### config.mk
export PLATFORM = sky130hd
export DESIGN_NAME = id_ex_stage
export DESIGN_NICKNAME = d
export VERILOG_FILES = /design/src/rtl/id_ex_stage.sv
export SDC_FILE = /design/constraint.sdc
export NUM_CORES = 1
export LEC_CHECK = 0
export ABC_CLOCK_PERIOD_IN_PS = 3800
export CAP_MARGIN = 20
export CORE_ASPECT_RATIO = 1.2
export CORE_MARGIN = 2
export CORE_UTILIZATION = 45
export DETAILED_ROUTE_END_ITERATION = 7
export HOLD_SLACK_MARGIN = 0.08
export PLACE_DENSITY = 0.89
export SKIP_CTS_REPAIR_TIMING = 1
export SLEW_MARGIN = 0
export SYNTH_ARGS = -nofsm -noshare
export SYNTH_HDL_FRONTEND = slang
export SYNTH_SLANG_ARGS = --single-unit
### constraint.sdc
create_clock -name clk -period 3.8 [get_ports clk]
set_input_delay 0.76 -clock clk [delete_from_list [all_inputs] [get_ports clk]]
set_output_delay 0.76 -clock clk [all_outputs]
set_load 0.05 [all_outputs]
### src/rtl/id_ex_stage.sv
`default_nettype none
// ============================================================================
// Module   : id_ex_stage
// Purpose  : ID/EX pipeline register with WB bypass, load-use bubble insertion
//            and a saturating bubble counter.
// Revision : 1.0
// ============================================================================
module id_ex_stage #(
    parameter int CTRL_W = 8,
    parameter int CNT_W  = 16
) (
    input  logic              clk,
    input  logic              reset,
    input  logic              stall,
    input  logic              flush,
    input  logic              id_valid,
    input  logic [4:0]        id_rs,
    input  logic [4:0]        id_rt,
    input  logic [4:0]        id_wa,
    input  logic [31:0]       id_rd1,
    input  logic [31:0]       id_rd2,
    input  logic [31:0]       id_imm,
    input  logic [CTRL_W-1:0] id_ctrl,
    input  logic              id_regwrite,
    input  logic              id_memread,
    input  logic              wb_we,
    input  logic [4:0]        wb_wa,
    input  logic [31:0]       wb_wd,
    output logic              ex_valid,
    output logic [4:0]        ex_rs,
    output logic [4:0]        ex_rt,
    output logic [4:0]        ex_wa,
    output logic [31:0]       ex_a,
    output logic [31:0]       ex_b,
    output logic [31:0]       ex_imm,
    output logic [CTRL_W-1:0] ex_ctrl,
    output logic              ex_regwrite,
    output logic              ex_memread,
    output logic              lu_stall,
    output logic [CNT_W-1:0]  bubble_cnt
);

    localparam logic [CNT_W-1:0] CNT_MAX = '1;

    logic [31:0] a_in;
    logic [31:0] b_in;
    logic        bypass_a;
    logic        bypass_b;

    // Same-cycle WB write wins over the stale regfile read; r0 is never bypassed.
    assign bypass_a = wb_we && (wb_wa != 5'd0) && (wb_wa == id_rs);
    assign bypass_b = wb_we && (wb_wa != 5'd0) && (wb_wa == id_rt);
    assign a_in     = bypass_a ? wb_wd : id_rd1;
    assign b_in     = bypass_b ? wb_wd : id_rd2;

    assign lu_stall = ex_valid && ex_memread && (ex_wa != 5'd0) && id_valid &&
                      ((ex_wa == id_rs) || (ex_wa == id_rt));

    // Control bits of a bubble are cleared; data fields simply hold.
    always_ff @(posedge clk or negedge reset) begin
        if (!reset) begin
            ex_valid    <= 1'b0;
            ex_regwrite <= 1'b0;
            ex_memread  <= 1'b0;
            ex_rs       <= '0;
            ex_rt       <= '0;
            ex_wa       <= '0;
            ex_a        <= '0;
            ex_b        <= '0;
            ex_imm      <= '0;
            ex_ctrl     <= '0;
        end else if (flush || (!stall && lu_stall)) begin
            ex_valid    <= 1'b0;
            ex_regwrite <= 1'b0;
            ex_memread  <= 1'b0;
        end else if (!stall) begin
            ex_valid    <= id_valid;
            ex_regwrite <= id_regwrite & id_valid;
            ex_memread  <= id_memread & id_valid;
            ex_rs       <= id_rs;
            ex_rt       <= id_rt;
            ex_wa       <= id_wa;
            ex_a        <= a_in;
            ex_b        <= b_in;
            ex_imm      <= id_imm;
            ex_ctrl     <= id_ctrl;
        end
    end

    // Only load-use bubbles are counted, never flushes or holds.
    always_ff @(posedge clk or negedge reset) begin
        if (!reset) begin
            bubble_cnt <= '0;
        end else if (!flush && !stall && lu_stall && (bubble_cnt != CNT_MAX)) begin
            bubble_cnt <= bubble_cnt + 1'b1;
        end
    end

endmodule
`default_nettype wire

======== Word level (Yosys, flattened, before mapping) ========
Cells that the tools add are included.
word-level totals
  bits in registers ....................... 138
  bits of input ports ..................... 164
  output and inout port bits .............. 139
cells by class
  bitwise logic cells ..................... 4
  add/sub/neg operators ................... 1
  mux-type cells .......................... 8
  eq/ne operators ......................... 6
  reductions and logical operators ........ 18
operators with widths
  operator                                        count
  2-to-1 mux 32 bit                               2
  equality test 5 bit                             4
  adder 16 x 1 -> 16 bit (second input constant)  1
  != test 16 bit (second input constant)          1
  logical AND 1 bit                               11
  nonzero test 5 bit                              2
  2-to-1 mux 1 bit                                6
  bitwise AND 1 bit                               2
  logical NOT 1 bit                               2
  logical OR 1 bit                                2
  != test 2 x 1 -> 1 bit (second input constant)  1
  inverter 1 bit                                  2
  AND reduction 2 bit                             1

======== Depth between registers and ports, before layout ========
Gate-level depths: netlist of the first run.
  word-level depth ........................ 8
  mapped depth ............................ 9
  gate-level depth less buffers ........... 6

======== Least setup slack after synthesis of the first run ========
Ideal clock, no wire load.
  kind .................................... input to output
  start ................................... in id_rs[2]
  end ..................................... out lu_stall
  path slack .............................. 1.144 ns
  data arrival time ....................... 1.896 ns
  stages on the path ...................... 5
  data required time ...................... 3.040 ns
  path buffers ............................ 0
  path through ............................ xor2_1 > nor3_1 > a22oi_1 > or2_2 > inv_1
between the ends
  word-level cells in the longest chain between the ends .. 3
ends and longest elaborated chain
  element              RTL line  RTL
  start, declared      17        input logic [4:0] id_rs,
  equality test 5 bit  57        ((ex_wa == id_rs) || (ex_wa == id_rt));
  logical OR 1 bit     57
  logical AND 1 bit    56        assign lu_stall = ex_valid && ex_memread && (ex_wa != 5'd0) && id_valid &&
  end, declared        39        output logic lu_stall,
Every way passes these cells.

======== Final worst setup path of the first run ========
Ends and elaborated chain as after synthesis.

==> impl_results.md, run 1 <==
* Run status: complete, but fails checks
* Failing checks: DRC
* Total GRT Usage at between 20% and 30%
* Final worst path period share at between 80 and 90%
* Clk buf depth at 2
* Fill count at between 800 and 900
* Yosys reg bits at between 100 and 150
* Max IR drop VDD at 0.303 mV
* CP endpoint kind: output pin
* Synthesized Nets at roughly 670
* Most common cell in the netlist: dfrtp_1
* Setup CP Type: input pin to output pin
* PortBufs at ~300
* Sequential Power Share at around a third
* Most used DFF post-synth: dfrtp_1
* CTS tree: built
* Congestion Overflow GR at 0
* Synth Area per Inst at between 10 and 15 µm²
* Worst Skew at roughly 9 ps
* Die Y at approximately 130 µm
* GP Congestion at 0.821
* Yosys warning total at 0
* Worst R2R Setup Slack at roughly 1500 ps
* Finished layout cell area at around 0.01 mm²
* Ranking of synthesized cells by area: dfrtp_1 (54%), mux2_4 (13%), mux2i_1 (10%)
* Clk pwr share at 34.3%
* Nets at a little under 1000
* Clk root buf: clkbuf_16
* Ant. Diodes at 0
* Fmax at 303 MHz
* TritonCTS buffer count at 17
* CORE AREA at 0.0139 mm²
* Die ar. at approximately 0.015 mm²
* Initial Util at between 40% and 50%
* Commonest cells post-synth: dfrtp_1 (138), nand2_1 (66), mux2i_1 (65), mux2_4 (55), o21ai_1 (35)
* Initial antenna violation count at 0
* Final min period at 3300 ps
* Pwr/cell area at ~500 mW/mm²
* Switching pwr at 1730 µW
* Combinational share of power at 31.1%
* WP data arrival at approximately 2500 ps
* Register area share after synthesis at between 50% and 60%
* Int Pwr at 3380 µW
* RSZ-0062 raised after global routing: false
* Die W at between 100 and 150 µm
* Post-synth cell types at 31
* Max Cap Violations at 0
* Area after DPL at around 0.0095 mm²
* Vias in the first global route at about 5600
* Routed len/inst at ~20 µm
* Worst slew pin tran at about 770 ps
* Share of cells above drive strength 1 at around 13%
* Final hold violation count at 0
* Row Count at between 40 and 50
* Share of the synthesized area in the top cell type at 53.7%
* Detailed Route WL at 19600 µm
* Routed vias/inst at approximately 5.2
* Critical Path RT at 3040 ps
* I/O pin cnt at just over 300
* Post-DP HPWL at 14000 µm
* Leakage at between 0.004 and 0.005 µW
* Final setup viols at 0
* Clk Latency, worst-skew pair at 420 ps
* EDFF count, synth at 0
* Largest area contributor in the netlist: dfrtp_1
* Routed Antenna Nets at 0
* Synth Cell Area at 0.00643 mm²
* P&R area growth vs syn at 57.5%
* Worst-path fanout max at 5
* Worst slew margin at roughly half
* DR vias at about 5200
* Synthesized instance count at between 500 and 600
* Initial drt markers at ~300
* Sw frac at between 30% and 40%
* Final Max Slew Viols at 0
* Worst Hold Class: input pin to asynchronous set/reset pin
* H-Tree Depth at 4
* CTS sink cnt at 138
* Total negative slack at 0 ps
* First-pass DRT Iterations at 8
* DRC at 24
* First-pass GRT wire length at between 30000 and 40000 µm
* Post-synth ARST share at 100%
* CP startpoint kind: input pin
* CTS clk-pin slew, worst paths at roughly 60 ps
* Largest net degree at the start of global routing at 86
[cells in the final DEF, fill, tap and decap left out, types with 3 or more instances in the layout]
master	count
clkdlybuf4s50_1	300
dfrtp_1	138
nand2_1	66
mux2i_1	65
mux2_4	55
o21ai_1	35
o21ai_0	29
xnor2_1	19
clkbuf_16	17
xor2_1	15
nand3_1	9
nor2_1	8
and3_1	6
nand4_1	6
bufinv_16	4
clkinv_2	4
clkinv_4	4
buf_12	4
buf_4	4
and4_1	3
[power by group through the flow]
stage | registers [µW] | logic [µW] | clock network, µW
after global placement | 1770 | 1560 | 0
after CTS | 1760 | 1600 | 1770
after global routing | 1780 | 1650 | 1840
after detailed placement | 1790 | 1590 | 0
final | 1770 | 1590 | 1750
after floorplan | 2400 | 314 | 0
[state kept, by name (all words and copies together), names as in the netlist]
register / cells
ex_imm: 32
ex_wa: 5
ex_rt: 5
ex_a: 32
ex_b: 32
bubble_cnt: 16
ex_ctrl: 8
ex_memread: 1
ex_rs: 5
ex_valid: 1
ex_regwrite: 1
[per-stage QoR]
stage | hold WS, ps | worst slack, ps | total power (µW) | util, % | std cells
final | 382 | 496 | 5110 | 73.0 | 986
after global routing | 439 | 419 | 5280 | 73.0 | 986
after floorplan | 464 | 1140 | 2710 | - | 502
after global placement | 464 | 580 | 3330 | 68.5 | 954
after detailed placement | 471 | 489 | 3370 | 68.5 | 954
after CTS | 418 | 487 | 5140 | 73.0 | 986
[layer usage]
metal / vias to the layer above / track usage, % / share of wire [%]
li1: 2354 / - / -
met1: 2513 / 27.9 / 36
met2: 255 / 47.1 / 53
met3: 47 / 6.69 / 7.7
met4: 0 / 11.7 / 3.3
met5: - / 0 / 0
[cell families (layout without fill, tap and decap cells)]
group                    Yosys count  count (layout)  share of synthesized area (%)
AND/OR/NAND/NOR                  107             107                           7.99
AO/OA/AOI/OAI                     71              71                           5.99
multiplexers                     121             121                           23.1
flip-flops                       138             138                           53.7
XOR/XNOR                          34              34                           4.63
adder cells (fa/ha/maj)            1               1                          0.194
buffers and inverters             30             343                           4.40
[critical path, stage by stage]
cell             delay (ps)
clkdlybuf4s50_1         540
xor2_1                  180
nor3_1                   80
a22oi_1                 470
or2_2                   270
inv_1                    80
buf_12                  150
[final timing paths]
path	to	depth (start not counted)	startpoint
max reg2reg	ex_imm[22]$_DFFE_PN0P_	6	ex_wa[2]$_DFFE_PN0P_
max	lu_stall	7	id_rs[2]
min in group clk	ex_a[15]$_DFFE_PN0P_	2	ex_a[15]$_DFFE_PN0P_
min	ex_imm[4]$_DFFE_PN0P_	1	reset
max in group asynchronous	ex_b[24]$_DFFE_PN0P_	2	reset
min reg2reg	ex_a[15]$_DFFE_PN0P_	2	ex_a[15]$_DFFE_PN0P_
[area by class of cell]
class	count	area, µm²	area share, %
clock inverter	15	199	1.96
multi-input combinational	334	2710	26.8
tap	171	214	2.11
inverter	2	7.51	0.0741
clock buffer	17	425	4.20
sequential	138	3450	34.1
timing repair buffer	309	3120	30.8
Note: power is estimated with default switching activity, not from simulation.
==> inputs of run 2 (changes only) <==
--- a/config.mk
+++ b/config.mk
@@ -8,7 +8,7 @@
 export ABC_CLOCK_PERIOD_IN_PS = 3800
 export CAP_MARGIN = 20
 export CORE_ASPECT_RATIO = 1.2
-export CORE_MARGIN = 2
+export CORE_MARGIN = 1.5
 export CORE_UTILIZATION = 45
 export DETAILED_ROUTE_END_ITERATION = 7
 export HOLD_SLACK_MARGIN = 0.08
==> impl_results.md, run 2 (synthesized netlist as in run 1, its figures left out) <==
* Run status: complete, but fails checks
* Failing checks: DRC
* Total negative slack at 0 ps
* Initial drt markers at between 200 and 300
* CTS sink cnt at 138
* Fmax at ~300 MHz
* Fill count at between 800 and 900
* RR Startpoint: ex_wa[2]$_DFFE_PN0P_
* Die Y at 134 µm
* P&R area growth vs syn at 58.3%
* CP endpoint kind: output pin
* GP Congestion at 0.839
* Die W at 112 µm
* Post-DP HPWL at around 14000 µm
* Row Count at 47
* CTS clk-pin slew, worst paths at around 60 ps
* H-Tree Depth at 4
* Clk Latency, worst-skew pair at about 410 ps
* Reg2Reg Capture Point: ex_imm[1]$_DFFE_PN0P_
* Ant. Diodes at 0
* Final hold violation count at 0
* Worst R2R Setup Slack at approximately 1400 ps
* Routed Antenna Nets at 0
* CTS tree: built
* Nets at around 970
* Vias in the first global route at around 5600
* Fin cells at roughly 1000
* Final min period at ~3300 ps
* TritonCTS buffer count at 17
* DRC at 22
* Worst Hold Class: input pin to asynchronous set/reset pin
* Sequential Power Share at between 30% and 40%
* Clk pwr share at a little over a third
* Area after DPL at around 0.0095 mm²
* Worst slew margin at a little under half
* Sw frac at about a third
* CORE AREA at between 0.01 and 0.015 mm²
* Share of cells above drive strength 1 at between 10% and 20%
* Leakage at around 0.0043 µW
* Worst slew pin tran at ~800 ps
* Worst setup startpoint: id_rt[2]
* First-pass GRT wire length at a little under 30000 µm
* Multi-input logic area at 0.00271 mm²
* Most frequent cells in the layout: clkdlybuf4s50_1 (300), dfrtp_1 (138), nand2_1 (66)
* WP data arrival at around 2600 ps
* RSZ-0062 raised after global routing: false
* Switching pwr at around 1700 µW
* Biggest regs: ex_a (32), ex_b (32), ex_imm (32)
* Max Cap Violations at 0
* Die ar. at 0.0150 mm²
* Combinational share of power at 30.3%
* Largest net degree at the start of global routing at 98
* Routed len/inst at 19.1 µm
* Pwr/cell area at approximately 510 mW/mm²
* Critical path endpoint: lu_stall
* Clk root buf: clkbuf_16
* Initial antenna violation count at 0
* Initial Util at a little under half
* Critical Path RT at between 3000 and 4000 ps
* Finished layout cell area at 0.0102 mm²
* Worst-path fanout max at 5
* Register area at ~0.0035 mm²
* Placed cell count at 953
* Setup CP Type: input pin to output pin
* Design Power at about 5200 µW
* Worst r2r path cells at 6
* Final setup viols at 0
* PortBufs at just over 300
* Int Pwr at ~3500 µW
* Final worst path period share at between 80% and 90%
* Total GRT Usage at 25.5%
* Most common cell after layout, fill and taps aside: clkdlybuf4s50_1
* CP startpoint kind: input pin
* Clk buf depth at 2
* Congestion Overflow GR at 0
* Max IR drop VDD at between 0.3 and 0.4 mV
* Final Max Slew Viols at 0
* DR vias at 5084
* Detailed Route WL at roughly 19000 µm
* Worst Skew at about 6 ps
* I/O pin cnt at about 300
* First-pass DRT Iterations at 8
* Routed vias/inst at 5.16
run 2: power by group through the flow:
stage               Clock [µW]  Sequential, µW  Combinational [µW]
finish                    1880            1770                1590
global route              1980            1780                1650
CTS                       1910            1770                1590
detailed placement           0            1790                1590
global placement             0            1780                1550
floorplan                    0            2400                 314
run 2: final cells by class:
class | instances | share of cell area (%)
Multi-Input combinational cell | 334 | 26.6
Clock buffer | 23 | 4.89
Inverter | 2 | 0.0737
Sequential cell | 138 | 33.9
Timing Repair Buffer | 308 | 30.6
Clock inverter | 9 | 1.79
Tap cell | 171 | 2.10
run 2: worst min-delay path by stage:
stage / from / end / slack, ps
floorplan: reset / bubble_cnt[0]$_DFFE_PN0P_ / 460
global placement: ex_a[29]$_DFFE_PN0P_ / ex_a[29]$_DFFE_PN0P_ / 460
detailed placement: ex_a[23]$_DFFE_PN0P_ / ex_a[23]$_DFFE_PN0P_ / 470
CTS: reset / ex_imm[12]$_DFFE_PN0P_ / 430
global route: reset / ex_ctrl[4]$_DFFE_PN0P_ / 450
finish: reset / ex_imm[12]$_DFFE_PN0P_ / 400
run 2: per-layer routing:
| metal | wire length [µm] | share of wire [%] | up-vias | GRT usage, % |
|---|---|---|---|---|
| li1 | - | - | 2355 | - |
| met1 | 6780 | 36 | 2436 | 26.9 |
| met2 | 9810 | 52 | 241 | 45.7 |
| met3 | 1510 | 8.0 | 52 | 8.22 |
| met4 | 747 | 4.0 | 0 | 12.5 |
| met5 | 0 | 0 | - | 0 |
run 2: per-stage QoR:
stage | hold slack [ps] | util (%) | worst slack, ps
after floorplan | 464 | - | 1140
after global placement | 463 | 68.5 | 603
after detailed placement | 470 | 68.5 | 489
after CTS | 432 | 73.4 | 483
after global routing | 450 | 73.4 | 385
final | 396 | 73.4 | 468
run 2: worst max-delay path, stage by stage:
cell	delay, ps
clkdlybuf4s50_1	480
xor2_1	190
nor3_1	280
a22oi_1	220
or2_2	390
inv_1	110
buf_12	140
==> inputs of run 3 (changes only) <==
--- a/config.mk
+++ b/config.mk
@@ -11,7 +11,7 @@
 export CORE_MARGIN = 1.5
 export CORE_UTILIZATION = 45
 export DETAILED_ROUTE_END_ITERATION = 7
-export HOLD_SLACK_MARGIN = 0.08
+export HOLD_SLACK_MARGIN = 0.06
 export PLACE_DENSITY = 0.89
 export SKIP_CTS_REPAIR_TIMING = 1
 export SLEW_MARGIN = 0
==> results of run 3 <==
No change in the layout: final DEF, timing and power equal those of run 2.
